$ cat src/rtl/amux_pkg.sv
// Shared types and helpers for the analog-mux scan controller.
package amux_pkg;

  typedef enum logic [2:0] {
    ST_IDLE   = 3'd0,
    ST_BREAK  = 3'd1,
    ST_SETTLE = 3'd2,
    ST_CONV   = 3'd3,
    ST_NEXT   = 3'd4
  } state_e;

  localparam int unsigned BBM_DEFAULT  = 2;
  localparam int unsigned SETW_DEFAULT = 8;
  localparam int unsigned MAX_CH       = 32;

  typedef struct packed {
    logic       found;
    logic [4:0] idx;
  } next_ch_t;

  // Lowest set bit of mask at or above position first (first may be 32 = none).
  function automatic next_ch_t next_set_bit(input logic [31:0] mask, input logic [5:0] first);
    next_ch_t res;
    res.found = 1'b0;
    res.idx   = 5'd0;
    for (int i = 31; i >= 0; i--) begin
      if (mask[i] && (i >= int'(first))) begin
        res.found = 1'b1;
        res.idx   = 5'(i);
      end
    end
    return res;
  endfunction

endpackage

$ cat src/rtl/amux_next_ch.sv
// Combinational search for the next enabled channel, either strictly above idx
// or (from_zero=1) the lowest enabled channel overall.
module amux_next_ch
  import amux_pkg::*;
#(
  parameter int NCH  = 8,
  parameter int SELW = $clog2(NCH)
) (
  input  logic [NCH-1:0]  mask,
  input  logic [SELW-1:0] idx,
  input  logic            from_zero,
  output logic [SELW-1:0] nxt,
  output logic            found
);

  logic [31:0] mask_w;
  logic [5:0]  first;
  next_ch_t    res;

  // Widen to the package search width and run the priority search
  always_comb begin
    mask_w            = 32'd0;
    mask_w[NCH-1:0]   = mask;
    if (from_zero) begin
      first = 6'd0;
    end else begin
      first = {{(6-SELW){1'b0}}, idx} + 6'd1;
    end
    res   = next_set_bit(mask_w, first);
    found = res.found && (int'(res.idx) < NCH);
    nxt   = res.idx[SELW-1:0];
  end

endmodule

$ cat src/rtl/amux_scan_ctrl.sv
// N-channel analog mux scan controller with break-before-make and ADC handshake.
// Optional continuous (wrapping) scan mode: define AMUX_SCAN_CONT_EN.
module amux_scan_ctrl
  import amux_pkg::*;
#(
  parameter int NCH  = 8,
  parameter int SELW = $clog2(NCH),
  parameter int SETW = SETW_DEFAULT,
  parameter int BBM  = BBM_DEFAULT
) (
  input  logic            clk,
  input  logic            reset,
  input  logic            start,
  input  logic            abort,
  input  logic [NCH-1:0]  ch_mask,
`ifdef AMUX_SCAN_CONT_EN
  input  logic            cont,
`endif
  input  logic [SETW-1:0] settle,
  output logic [NCH-1:0]  sw_en,
  output logic [SELW-1:0] sel,
  output logic            conv_req,
  input  logic            conv_done,
  output logic            ch_done,
  output logic [SELW-1:0] done_ch,
  output logic            busy,
  output logic            scan_done
);

  localparam int BBMW = (BBM > 1) ? $clog2(BBM) : 1;

  state_e          state_q, state_d;
  logic [NCH-1:0]  mask_q, mask_d;
  logic [SETW-1:0] settle_q, settle_d;
  logic            cont_q, cont_d;
  logic [SELW-1:0] ptr_q, ptr_d;
  logic [BBMW-1:0] bbm_cnt_q, bbm_cnt_d;
  logic [SETW-1:0] set_cnt_q, set_cnt_d;
  logic [NCH-1:0]  sw_en_q, sw_en_d;
  logic [SELW-1:0] sel_q, sel_d;
  logic            conv_req_q, conv_req_d;
  logic            ch_done_q, ch_done_d;
  logic [SELW-1:0] done_ch_q, done_ch_d;
  logic            busy_q, busy_d;
  logic            scan_done_q, scan_done_d;

  logic            cont_s;
  logic [NCH-1:0]  search_mask_s;
  logic [NCH-1:0]  onehot_s;
  logic [SELW-1:0] first_idx_s, nxt_idx_s;
  logic            first_found_s, nxt_found_s;

`ifdef AMUX_SCAN_CONT_EN
  assign cont_s = cont;
`else
  assign cont_s = 1'b0;
`endif

  // Lowest-channel search serves both scan start (live mask) and wrap (latched mask)
  assign search_mask_s = (state_q == ST_IDLE) ? ch_mask : mask_q;
  assign onehot_s      = {{(NCH-1){1'b0}}, 1'b1} << ptr_q;

  amux_next_ch #(.NCH(NCH), .SELW(SELW)) u_first (
    .mask      (search_mask_s),
    .idx       (ptr_q),
    .from_zero (1'b1),
    .nxt       (first_idx_s),
    .found     (first_found_s)
  );

  amux_next_ch #(.NCH(NCH), .SELW(SELW)) u_above (
    .mask      (mask_q),
    .idx       (ptr_q),
    .from_zero (1'b0),
    .nxt       (nxt_idx_s),
    .found     (nxt_found_s)
  );

  // Next-state and registered-output computation
  always_comb begin
    state_d     = state_q;
    mask_d      = mask_q;
    settle_d    = settle_q;
    cont_d      = cont_q;
    ptr_d       = ptr_q;
    bbm_cnt_d   = bbm_cnt_q;
    set_cnt_d   = set_cnt_q;
    sw_en_d     = sw_en_q;
    sel_d       = sel_q;
    conv_req_d  = conv_req_q;
    ch_done_d   = 1'b0;
    done_ch_d   = done_ch_q;
    scan_done_d = 1'b0;
    busy_d      = busy_q;

    case (state_q)
      ST_IDLE: begin
        sw_en_d    = '0;
        conv_req_d = 1'b0;
        if (start && first_found_s) begin
          mask_d    = ch_mask;
          settle_d  = settle;
          cont_d    = cont_s;
          ptr_d     = first_idx_s;
          bbm_cnt_d = BBMW'(BBM - 1);
          state_d   = ST_BREAK;
        end else if (start) begin
          scan_done_d = 1'b1;
          state_d     = ST_IDLE;
        end else begin
          state_d = ST_IDLE;
        end
      end
      ST_BREAK: begin
        sw_en_d = '0;
        if (bbm_cnt_q == '0) begin
          sw_en_d   = onehot_s;
          sel_d     = ptr_q;
          set_cnt_d = settle_q;
          state_d   = ST_SETTLE;
        end else begin
          bbm_cnt_d = bbm_cnt_q - BBMW'(1);
        end
      end
      ST_SETTLE: begin
        if (set_cnt_q == '0) begin
          conv_req_d = 1'b1;
          state_d    = ST_CONV;
        end else begin
          set_cnt_d = set_cnt_q - SETW'(1);
        end
      end
      ST_CONV: begin
        if (conv_done) begin
          conv_req_d = 1'b0;
          sw_en_d    = '0;
          ch_done_d  = 1'b1;
          done_ch_d  = ptr_q;
          state_d    = ST_NEXT;
        end else begin
          conv_req_d = 1'b1;
        end
      end
      ST_NEXT: begin
        // Switches are already open here, so the next BREAK adds BBM more open cycles
        if (nxt_found_s) begin
          ptr_d     = nxt_idx_s;
          bbm_cnt_d = BBMW'(BBM - 1);
          state_d   = ST_BREAK;
        end else if (cont_q) begin
          scan_done_d = 1'b1;
          ptr_d       = first_idx_s;
          bbm_cnt_d   = BBMW'(BBM - 1);
          state_d     = ST_BREAK;
        end else begin
          scan_done_d = 1'b1;
          state_d     = ST_IDLE;
        end
      end
      default: begin
        sw_en_d    = '0;
        conv_req_d = 1'b0;
        state_d    = ST_IDLE;
      end
    endcase

    if (abort) begin
      state_d     = ST_IDLE;
      sw_en_d     = '0;
      conv_req_d  = 1'b0;
      ch_done_d   = 1'b0;
      scan_done_d = 1'b0;
      busy_d      = 1'b0;
    end else begin
      busy_d = (state_d != ST_IDLE);
    end
  end

  // State and output registers
  always_ff @(posedge clk) begin
    if (reset) begin
      state_q     <= ST_IDLE;
      mask_q      <= '0;
      settle_q    <= '0;
      cont_q      <= 1'b0;
      ptr_q       <= '0;
      bbm_cnt_q   <= '0;
      set_cnt_q   <= '0;
      sw_en_q     <= '0;
      sel_q       <= '0;
      conv_req_q  <= 1'b0;
      ch_done_q   <= 1'b0;
      done_ch_q   <= '0;
      busy_q      <= 1'b0;
      scan_done_q <= 1'b0;
    end else begin
      state_q     <= state_d;
      mask_q      <= mask_d;
      settle_q    <= settle_d;
      cont_q      <= cont_d;
      ptr_q       <= ptr_d;
      bbm_cnt_q   <= bbm_cnt_d;
      set_cnt_q   <= set_cnt_d;
      sw_en_q     <= sw_en_d;
      sel_q       <= sel_d;
      conv_req_q  <= conv_req_d;
      ch_done_q   <= ch_done_d;
      done_ch_q   <= done_ch_d;
      busy_q      <= busy_d;
      scan_done_q <= scan_done_d;
    end
  end

  assign sw_en     = sw_en_q;
  assign sel       = sel_q;
  assign conv_req  = conv_req_q;
  assign ch_done   = ch_done_q;
  assign done_ch   = done_ch_q;
  assign busy      = busy_q;
  assign scan_done = scan_done_q;

endmodule

$ cat config.mk
export PLATFORM = sky130hd
export DESIGN_NAME = amux_scan_ctrl
export DESIGN_NICKNAME = d
export VERILOG_FILES = /design/src/rtl/amux_pkg.sv /design/src/rtl/amux_next_ch.sv /design/src/rtl/amux_scan_ctrl.sv
export SDC_FILE = /design/constraint.sdc
export NUM_CORES = 1
export LEC_CHECK = 0
export BUFFER_PORTS_ARGS = -buffer_cell sky130_fd_sc_hd__clkbuf_2
export CORE_ASPECT_RATIO = 1.1
export CORE_MARGIN = 10
export CORE_UTILIZATION = 57
export CTS_BUF_LIST = sky130_fd_sc_hd__clkbuf_4 sky130_fd_sc_hd__clkbuf_8
export DETAILED_ROUTE_END_ITERATION = 8
export PLACE_DENSITY = 0.8
export SLEW_MARGIN = 20
export SYNTH_ARGS = -nofsm -noshare
export SYNTH_HDL_FRONTEND = slang
export SYNTH_SLANG_ARGS = --single-unit
$ cat constraint.sdc
create_clock -name clk -period 3 [get_ports clk]
set_input_delay 0 -clock clk [delete_from_list [all_inputs] [get_ports clk]]
set_output_delay 0 -clock clk [all_outputs]
set_load 0.02 [all_outputs]
==> results of run 1 <==
cell families (layout without fill, tap and decap cells):
family	Yosys count	in the layout
fa+ha+maj	10	10
simple gates	133	133
buf+inv	28	74
flops	49	49
compound gates	101	101
routing by layer:
layer  wire (um)  track usage [%]  vias to the layer above
li1            -                -                     1222
met1        2710             18.1                     1117
met2        2970             28.3                       72
met3         388             4.60                        5
met4          65             4.61                        0
met5           0                0                        -
state kept, by name, indices dropped and copies added, names as in the netlist:
name	cells
conv_req	1
state_q	3
settle_q	8
scan_done	1
sw_en	8
busy	1
ptr_q	3
bbm_cnt_q	1
ch_done	1
done_ch	3
set_cnt_q	8
mask_q	8
sel	3
power groups by stage:
stage,Sequential [uW],Clock (uW),Combinational (uW)
3_5_place_dp,721,0,233
3_3_place_gp,719,0,229
2_1_floorplan,714,0,185
6_report,706,481,253
4_1_cts,705,488,250
5_1_grt,710,505,283
what timing repair did:
action,CTS,global route
resized for setup,0,0
hold buffers,16,0
hold endpoints to repair,16,0
area by class of cell:
type	instances	area [um^2]	area share, %
Multi-Input combinational cell	244	1440	48.1
Sequential cell	49	981	32.7
Timing Repair Buffer	54	350	11.7
Clock buffer	5	68.8	2.29
Tap cell	54	67.6	2.25
Clock inverter	3	46.3	1.54
Inverter	12	45.0	1.50
critical path, cell delays in order, from the launching register on:
cell and delay [ns]:
dfxtp_1 0.38, ha_1 0.23, ha_1 0.42, nor4b_4 0.28, o221ai_1 0.17, o21bai_4 0.22, a41oi_4 0.34, nor2_1 0.11
a211oi_2 0.22
worst max-delay path by stage:
stage,start,end,slack [ns],cells after the start
after floorplan,ptr_q[0],ptr_q[2],0.82,9
after global placement,ptr_q[1],ptr_q[2],0.67,8
after detailed placement,ptr_q[0],ptr_q[1],0.58,8
after CTS,ptr_q[0],ptr_q[1],0.56,8
after global routing,ptr_q[1],ptr_q[2],0.33,8
final,ptr_q[1],ptr_q[1],0.53,8
cells in the final DEF (no fill, tap or decap), types with 4 or more instances in the layout:
master	netlist	layout
o21ai_1	4	4
a21oi_1	41	41
o21ai_0	12	12
a22oi_1	12	12
nand2b_1	9	9
dfxtp_1	49	49
dlygate4sd3_1	0	16
ha_1	10	10
nand2_1	59	59
nor2_1	40	40
clkbuf_8	0	5
inv_1	12	12
clkbuf_2	0	38
per-stage QoR:
stage	instances	area [um^2]
2_1_floorplan	321	2560
3_3_place_gp	397	2730
5_1_grt	421	3000
4_1_cts	421	3000
6_report	421	3000
3_5_place_dp	397	2730
==> metrics, run 1 <==
CTS root buffer clkbuf_8; Routability Congestion 0.860; Power Total 1440 uW; ys async rst share 0%; Mapped Cells 321; first-pass GRT wire length 10.5 mm; vias per inst 5.74; layout filler cell count 373; setup_tns 0 ns; detailed placement HPWL 4.35 mm; Final Util 69.6%; Total Wirelength 6.13 mm; CTS H-tree lvls 2; reg2reg path depth 8; Slew HR 50.5%; Iter 0 DRT Violations 120; Clock Path Buffers 2; WP data arrival 2.69 ns; initial antenna violation count 0; post-route minimum period 2.47 ns; switching pwr 409 uW; R2R Path Start ptr_q[1]; Setup WS post-layout 0.532 ns; Simple-Gate Fraction of Synth Area 24.6%; syn_area_per_cell 7.97 um^2; Top Ports 39; GRT Util Overall 16.0%; top cells by area, synth dfxtp_1 (38%), nand2_1 (8.7%), a21oi_1 (8.0%), nor2_1 (5.9%), ha_1 (4.9%); total core area 4320 um^2; Hold Startpoint conv_done; Netlist cell types 53; vias 2,416; Syn Nets 352; CP endpoint kind register; post-synth top area share 38.4%; post-synthesis register bit count 49; R2R Setup Slk 0.53 ns; Worst Path Required 3.22 ns; EDFF count, synth 0; fin. max-slew vios 0; Worst R2R End ptr_q[1]; CTS tree done; Worst Clk Skew 0.00632 ns; Detail Route Antenna Nets 0; grt ovf 0; register area share after synthesis 38.4%; Die Area 7570 um^2; per-cell routed wire length 14.6 um; Worst-Margin Slew 0.743 ns; Clock Sinks 49; Peak supply drop 0.395 mV; hold crit path type in2reg; synth cell count leaders nand2_1 (59), dfxtp_1 (49), a21oi_1 (41); run status completed; Final setup viols 0; post-synthesis mux area share 0%; Die Span Y 90.3 um; Internal Power 1030 uW; Num CTS Buffers 5; pre-CTS setup slack 0.577 ns; PortBufs 38; clk slew on worst S/H paths 0.09 ns; layout net count 397; pwr dens 479 nW/um^2; Die W 83.9 um; area leader, netlist dfxtp_1; combinational power share 17.5%; RSZ-0062 raised after global routing no; Syn Std Cell Area 2560 um^2; ratio of cells with drive above 1 in the final layout 16.1%; main flop type after synthesis dfxtp_1; 1st-pass router iterations 5; drt drc 0; Post-Synth Adder-Cell Area 4.89%; Setup CP Type reg2reg; Max FO, Critical Path 10; Hold Path End conv_req; Hold Crit Depth 3; # Post-CTS Setup Buffers 0; Flop pwr share 49.0%; highest achievable clock rate 0.405 GHz; Synth Warn # 0; Area growth syn-to-layout 17.4%; largest net degree at the start of global routing 36; complex-gate fraction of the synthesized area 27.0%; clock power share 33.4%; Antenna Cells 0; Post-Synth XOR/XNOR Area 0%; Final Hold Fails 0; Leakage 0.00119 uW; worst hold margin 0.0534 ns; most frequent cell after synthesis nand2_1; vias in the first global route 2,327; clk_lat worst skew 0.31 ns; largest family of logic cells by synthesized area compound AO/OA/AOI/OAI gates; # rows 25; Sw Ratio 28.4%; Setup crit start kind register; period utilisation layout 82.3%; Max Cap Viol 0; initial core utilization 59.2%
(Power assumes the default switching activity.)
==> inputs of run 2 (changes only) <==
==> constraint.sdc (replaced) <==
create_clock -name clk -period 2.55 [get_ports clk]
set_input_delay 0 -clock clk [delete_from_list [all_inputs] [get_ports clk]]
set_output_delay 0 -clock clk [all_outputs]
set_load 0.02 [all_outputs]
==> run 2 against run 1 <==
  * Non-clock buffer count is 3 higher
  * Critical path depth stayed put
  * Highest routed layer unchanged
  * Routed wire length is 3.5% higher
  * Combinational power is 20% higher
  * Clock-buffer cell count stayed put
  * Clock power is 3% higher
  * Die area stayed put
  * Cell area is 0.17% higher
  * Via count is 0.21% higher
==> metrics, run 2 (synthesis results as in run 1) <==
Setup WS post-layout 0.184 ns (-0.348 ns); CTS root buffer clkbuf_8; RSZ-0062 raised after global routing no; Detail Route Antenna Nets 0 (unchanged); highest achievable clock rate 0.423 GHz (+4.3%); vias per inst 5.71 (-0.50%); Die W 83.9 um (unchanged); initial core utilization 59.2% (unchanged); most used cell along the critical path a211oi_1; commonest non-fill, non-tap cell in the layout nand2_1; Max FO, Critical Path 10 (unchanged); Num CTS Buffers 5 (unchanged); initial antenna violation count 0 (unchanged); met1 Track Usage GR 19.6% (+1.5 points); run status completed; CP endpoint kind register; grt ovf 0 (unchanged); layout net count 400 (+0.76%); Worst Clk Skew 0.00465 ns (-0.00168 ns); period utilisation layout 92.8% (+11 points); post-route minimum period 2.37 ns (-0.102 ns); delay-heaviest family, CP compound AO/OA/AOI/OAI gates; Setup crit start kind register; Leakage 0.00119 uW (+0.38%); Cell Count, Final, Fillers Out 424 (+0.71%); largest net degree at the start of global routing 35 (-2.8%); Antenna Cells 0 (unchanged); WP data arrival 2.60 ns (-0.09 ns); hold crit path type in2reg; # Post-CTS Setup Buffers 0 (unchanged); most frequent cells in the layout nand2_1 (59), dfxtp_1 (48), a21oi_1 (41); layout filler cell count 374 (+0.27%); clk_lat worst skew 0.32 ns (about the same); Iter 0 DRT Violations 148 (+23%); GRT Util Overall 17.2% (+1.2 points); Final Hold Fails 0 (unchanged); setup_tns 0 ns (unchanged); Worst-Margin Slew 0.583 ns (-0.160 ns); Final setup viols 0 (unchanged); Die Span Y 90.3 um (unchanged); Total Wirelength 6.35 mm (+3.5%); Clock Sinks 49 (unchanged); Die Area 7570 um^2 (unchanged); fin. max-slew vios 0 (unchanged); grt met2 use 29.3% (+0.96 points); CP cell instances ha_1 > ha_2 > nor4b_4 > o221ai_1 > o21bai_4 > a41oi_4 > a211oi_1 > a211oi_1; clk slew on worst S/H paths 0.10 ns (about the same); Clock Path Buffers 2 (unchanged); Worst Path Required 2.78 ns (-0.44 ns); Placed Cells incl. Taps 400 (+0.76%); drt drc 0 (unchanged); total core area 4320 um^2 (unchanged); CP max stage delay 0.44 ns (+0.02 ns); CTS H-tree lvls 2 (unchanged); ratio of cells with drive above 1 in the final layout 17.3% (+1.2 points); 1st-pass router iterations 4 (-1); detailed placement HPWL 4.53 mm (+4.2%); busiest layer in global routing met2; met3 Usage GRT 5.69% (+1.1 points); Max stage delay cell, worst path dfxtp_1; first-pass GRT wire length 11.3 mm (+6.9%); # rows 25 (unchanged); Max Cap Viol 0 (unchanged); Routability Congestion 0.840 (-2.4%); CTS tree done; Peak supply drop 0.479 mV (+21%); Setup CP Type reg2reg; per-cell routed wire length 15.0 um (+2.8%); Power Total 1630 uW (+13%); pwr dens 541 nW/um^2 (+13%); Area growth syn-to-layout 17.6%; vias 2,421 (+0.21%); Slew HR 60.9% (+10 points); pre-CTS setup slack 0.0678 ns (-0.509 ns); WP buf/inv 0 (unchanged); Top Ports 39 (unchanged); vias in the first global route 2,434 (+4.6%); PortBufs 38 (unchanged)
==> run 2: changes by cell type in the layout (fill, tap and decap cells not counted), sizes merged <==
cell,delta
buf,+3
bufinv,-1
clkinv,-1
inv,+2
==> run 2: repair_timing <==
item	4_1_cts	5_1_grt
gates resized for setup	0	2
setup endpoints to repair	0	3
hold endpoints to repair	16	0
hold buffers	16	0
==> run 2: metal layers <==
metal | routed length, um | share of wire, %
met1 | 2760 | 43
met2 | 3100 | 49
met3 | 389 | 6.1
met4 | 105 | 1.7
met5 | 0 | 0
==> run 2: layout make-up <==
| cell class | instances | area (um^2) | share of cell area [%] |
|---|---|---|---|
| clock buffers | 5 | 68.8 | 2.29 |
| repair buffers | 57 | 373 | 12.4 |
| inverters | 12 | 45.0 | 1.50 |
| flip-flops and latches | 49 | 982 | 32.7 |
| multi-input cells | 244 | 1450 | 48.1 |
| clock inverters | 3 | 25.0 | 0.832 |
| well taps | 54 | 67.6 | 2.25 |
==> run 2: path summary, 6_finish.rpt <==
check / start / end / slack, ns / cells after the start
max: ptr_q[0] / ptr_q[2] / 0.18 / 8
max reg2reg: ptr_q[0] / ptr_q[2] / 0.18 / 8
min: conv_done / state_q[1] / 0.05 / 4
min reg2reg: settle_q[6] / settle_q[6] / 0.46 / 2
==> run 2: metrics by stage <==
step           hold slack [ns]  cell area [um^2]  utilization, %
2_1_floorplan            0.136              2560               -
3_3_place_gp             0.226              2750            63.7
3_5_place_dp             0.229              2750            63.7
4_1_cts                 0.0449              3000            69.6
5_1_grt                 0.0677              3010            69.7
6_report                0.0509              3010            69.7
==> run 2: power breakdown <==
| group | switching, uW | internal, uW | total [uW] |
|---|---|---|---|
| Sequential | 35.1 | 796 | 832 |
| Combinational | 176 | 127 | 303 |
| Clock | 293 | 200 | 494 |
==> run 2: worst min-delay path, cell delays in order <==
cell and delay (ns):
clkbuf_2 0.12, nand2_1 0.06, nand2_1 0.08, a21oi_1 0.06
==> inputs of run 3 (changes only) <==
--- a/config.mk
+++ b/config.mk
@@ -5,13 +5,16 @@
 export SDC_FILE = /design/constraint.sdc
 export NUM_CORES = 1
 export LEC_CHECK = 0
+export ABC_AREA = 1
 export BUFFER_PORTS_ARGS = -buffer_cell sky130_fd_sc_hd__clkbuf_2
+export CELL_PAD_IN_SITES_DETAIL_PLACEMENT = 0
+export CELL_PAD_IN_SITES_GLOBAL_PLACEMENT = 1
 export CORE_ASPECT_RATIO = 1.1
 export CORE_MARGIN = 10
-export CORE_UTILIZATION = 57
+export CORE_UTILIZATION = 42
 export CTS_BUF_LIST = sky130_fd_sc_hd__clkbuf_4 sky130_fd_sc_hd__clkbuf_8
 export DETAILED_ROUTE_END_ITERATION = 8
-export PLACE_DENSITY = 0.8
+export PLACE_DENSITY_LB_ADDON = 0.1
 export SLEW_MARGIN = 20
 export SYNTH_ARGS = -nofsm -noshare
 export SYNTH_HDL_FRONTEND = slang
==> run 3 against run 2 <==
  * Via count is 1.6% lower
  * Critical path depth is 4 higher
  * Global-route usage is 3.6 points lower
==> metrics, run 3 <==
commonest non-fill, non-tap cell in the layout nand2_1; Final setup viols 0 (unchanged); ys async rst share 0% (unchanged); Peak supply drop 0.271 mV (-43%); Worst Clk Skew 0.0105 ns (+0.00586 ns); Final Hold Fails 0 (unchanged); Mapped Cells 361 (+12%); Syn Std Cell Area 2560 um^2 (unchanged); post-synthesis register bit count 49 (unchanged); layout filler cell count 614 (+64%); Final Util 51.5% (-18 points); clk_lat worst skew 0.31 ns (about the same); largest net degree at the start of global routing 30 (-14%); post-route minimum period 2.17 ns (-0.199 ns); pre-CTS setup slack 0.390 ns (+0.323 ns); Die Span Y 102 um (+13%); register area share after synthesis 38.4% (unchanged); Leakage 0.00139 uW (+17%); Total Wirelength 6.30 mm (-0.85%); main flop type after synthesis dfxtp_1; period utilisation layout 85.0% (-7.8 points); Die Area 9610 um^2 (+27%); Hold Startpoint settle[5]; Setup crit start kind register; CTS root buffer clkbuf_8; synth cell count leaders nand2_1 (75), dfxtp_1 (49), inv_1 (45); initial core utilization 43.8% (-15 points); Area growth syn-to-layout 17.7% (about the same); Routability Congestion 0.844 (+0.42%); fin. max-slew vios 0 (unchanged); total core area 5840 um^2 (+35%); Synth Warn # 0 (unchanged); Netlist cell types 34 (-36%); Syn Nets 392 (+11%); Die W 94.4 um (+13%); worst hold margin 0.0124 ns (-0.0385 ns); run status completed; EDFF count, synth 0 (unchanged); WP data arrival 2.38 ns (-0.22 ns); Worst Path Required 2.77 ns (about the same); 1st-pass router iterations 4 (unchanged); CTS tree done; R2R Path Start state_q[0]; Num CTS Buffers 5 (unchanged); Max Cap Viol 0 (unchanged); hold crit path type in2reg; # rows 29 (+16%); top cells by area, synth dfxtp_1 (38%), nand2_1 (11%), a21oi_1 (8.2%), inv_1 (6.6%), o21ai_0 (5.7%); Iter 0 DRT Violations 99 (-33%); Clock Path Buffers 2 (unchanged); Cell Count, Final, Fillers Out 486 (+15%); clk slew on worst S/H paths 0.10 ns (about the same); post-synth top area share 38.4% (unchanged); drt drc 0 (unchanged); CTS H-tree lvls 2 (unchanged); detailed placement HPWL 4.97 mm (+9.5%); pwr dens 576 nW/um^2 (+6.4%); Critical path origin state_q[0]; PortBufs 38 (unchanged); setup_tns 0 ns (unchanged); Worst-Margin Slew 0.742 ns (+0.159 ns); vias in the first global route 2,223 (-8.7%); Clock Sinks 49 (unchanged); vias 2,382 (-1.6%); area leader, netlist dfxtp_1; Top Ports 39 (unchanged); most frequent cell after synthesis nand2_1; Slew HR 50.5% (-10 points); per-cell routed wire length 13.0 um (-13%); layout net count 439 (+9.8%); Placed Cells incl. Taps 467 (+17%); vias per inst 4.90 (-14%); Setup WS post-layout 0.383 ns (+0.199 ns); initial antenna violation count 0 (unchanged); ratio of cells with drive above 1 in the final layout 17.1% (-0.18 points); RSZ-0062 raised after global routing no; grt ovf 0 (unchanged); highest achievable clock rate 0.462 GHz (+9.2%); Setup CP Type reg2reg; Max FO, Critical Path 29 (+19); GRT Util Overall 13.6% (-3.6 points); first-pass GRT wire length 10.4 mm (-7.2%); syn_area_per_cell 7.08 um^2 (-11%); most frequent cells in the layout nand2_1 (75), dfxtp_1 (49), inv_1 (45); Antenna Cells 0 (unchanged); CP endpoint kind register; Detail Route Antenna Nets 0 (unchanged)
==> run 3: changes by cell type in the layout (fill, tap and decap cells not counted), moves of 4 or more <==
cell,before,now
inv_1,12,45
o21ai_0,12,29
nand2_1,59,75
nand3_1,3,17
a22oi_1,12,0
nand2_2,0,9
nand2b_1,9,0
nor2_1,40,33
dlygate4sd3_1,16,11
nand4_1,0,4
o21ai_1,4,8
==> run 3: cells by family (layout without fill, tap and decap cells) <==
group / after synthesis / in the layout / synth area share, %
adder cells (fa/ha/maj): 10 / 10 / 4.89
AO/OA/AOI/OAI: 90 / 90 / 19.1
buffers and inverters: 57 / 105 / 9.44
AND/OR/NAND/NOR: 152 / 152 / 27.2
flip-flops: 49 / 49 / 38.4
XOR/XNOR: 3 / 3 / 1.03
==> run 3: per-stage QoR <==
| step | area [um^2] | power, uW |
|---|---|---|
| 4_1_cts | 3010 | 1750 |
| 2_1_floorplan | 2560 | 1090 |
| 3_3_place_gp | 2780 | 1160 |
| 5_1_grt | 3010 | 1830 |
| 6_report | 3010 | 1730 |
| 3_5_place_dp | 2780 | 1160 |
==> run 3: worst paths after layout <==
check / slack (ns) / endpoint / cells after the start
max: 0.38 / bbm_cnt_q / 12
min: 0.01 / settle_q[5] / 3
max reg2reg: 0.38 / bbm_cnt_q / 12
min reg2reg: 0.47 / sw_en[4] / 2
==> run 3: power by group <==
group	leakage [uW]	total [uW]	switching (uW)	internal, uW
Clock	0.0000543	578	284	294
Sequential	0.000401	833	28.0	805
Combinational	0.000936	323	203	120
==> run 3: critical path, stage by stage, from the launching register on <==
cell	delay [ns]
dfxtp_1	0.36
nor2_4	0.21
nand2_4	0.17
o21ai_1	0.28
nand2_2	0.11
nor2_4	0.15
nand2_4	0.07
nand2_2	0.38
nand2_4	0.13
clkinv_2	0.08
nand2_1	0.04
nand2_1	0.05
inv_1	0.04
==> run 3: layout make-up <==
class | instances | area (um^2) | area share, %
Clock buffer | 5 | 68.8 | 2.29
Clock inverter | 3 | 46.3 | 1.54
Inverter | 48 | 181 | 6.03
Multi-Input combinational cell | 255 | 1340 | 44.4
Sequential cell | 49 | 981 | 32.6
Tap cell | 77 | 96.3 | 3.20
Timing Repair Buffer | 49 | 300 | 9.98
==> run 3: timing repair <==
action	CTS	global route
hold endpoints to repair	11	0
hold buffers	11	0
buffers inserted	0	0
resized for setup	0	0
==> run 3: metal layers <==
metal | share of wire (%) | global-route usage [%]
met1 | 47 | 16.7
met4 | 0.65 | 3.63
met5 | 0 | 0
met2 | 47 | 22.4
met3 | 5.5 | 4.25
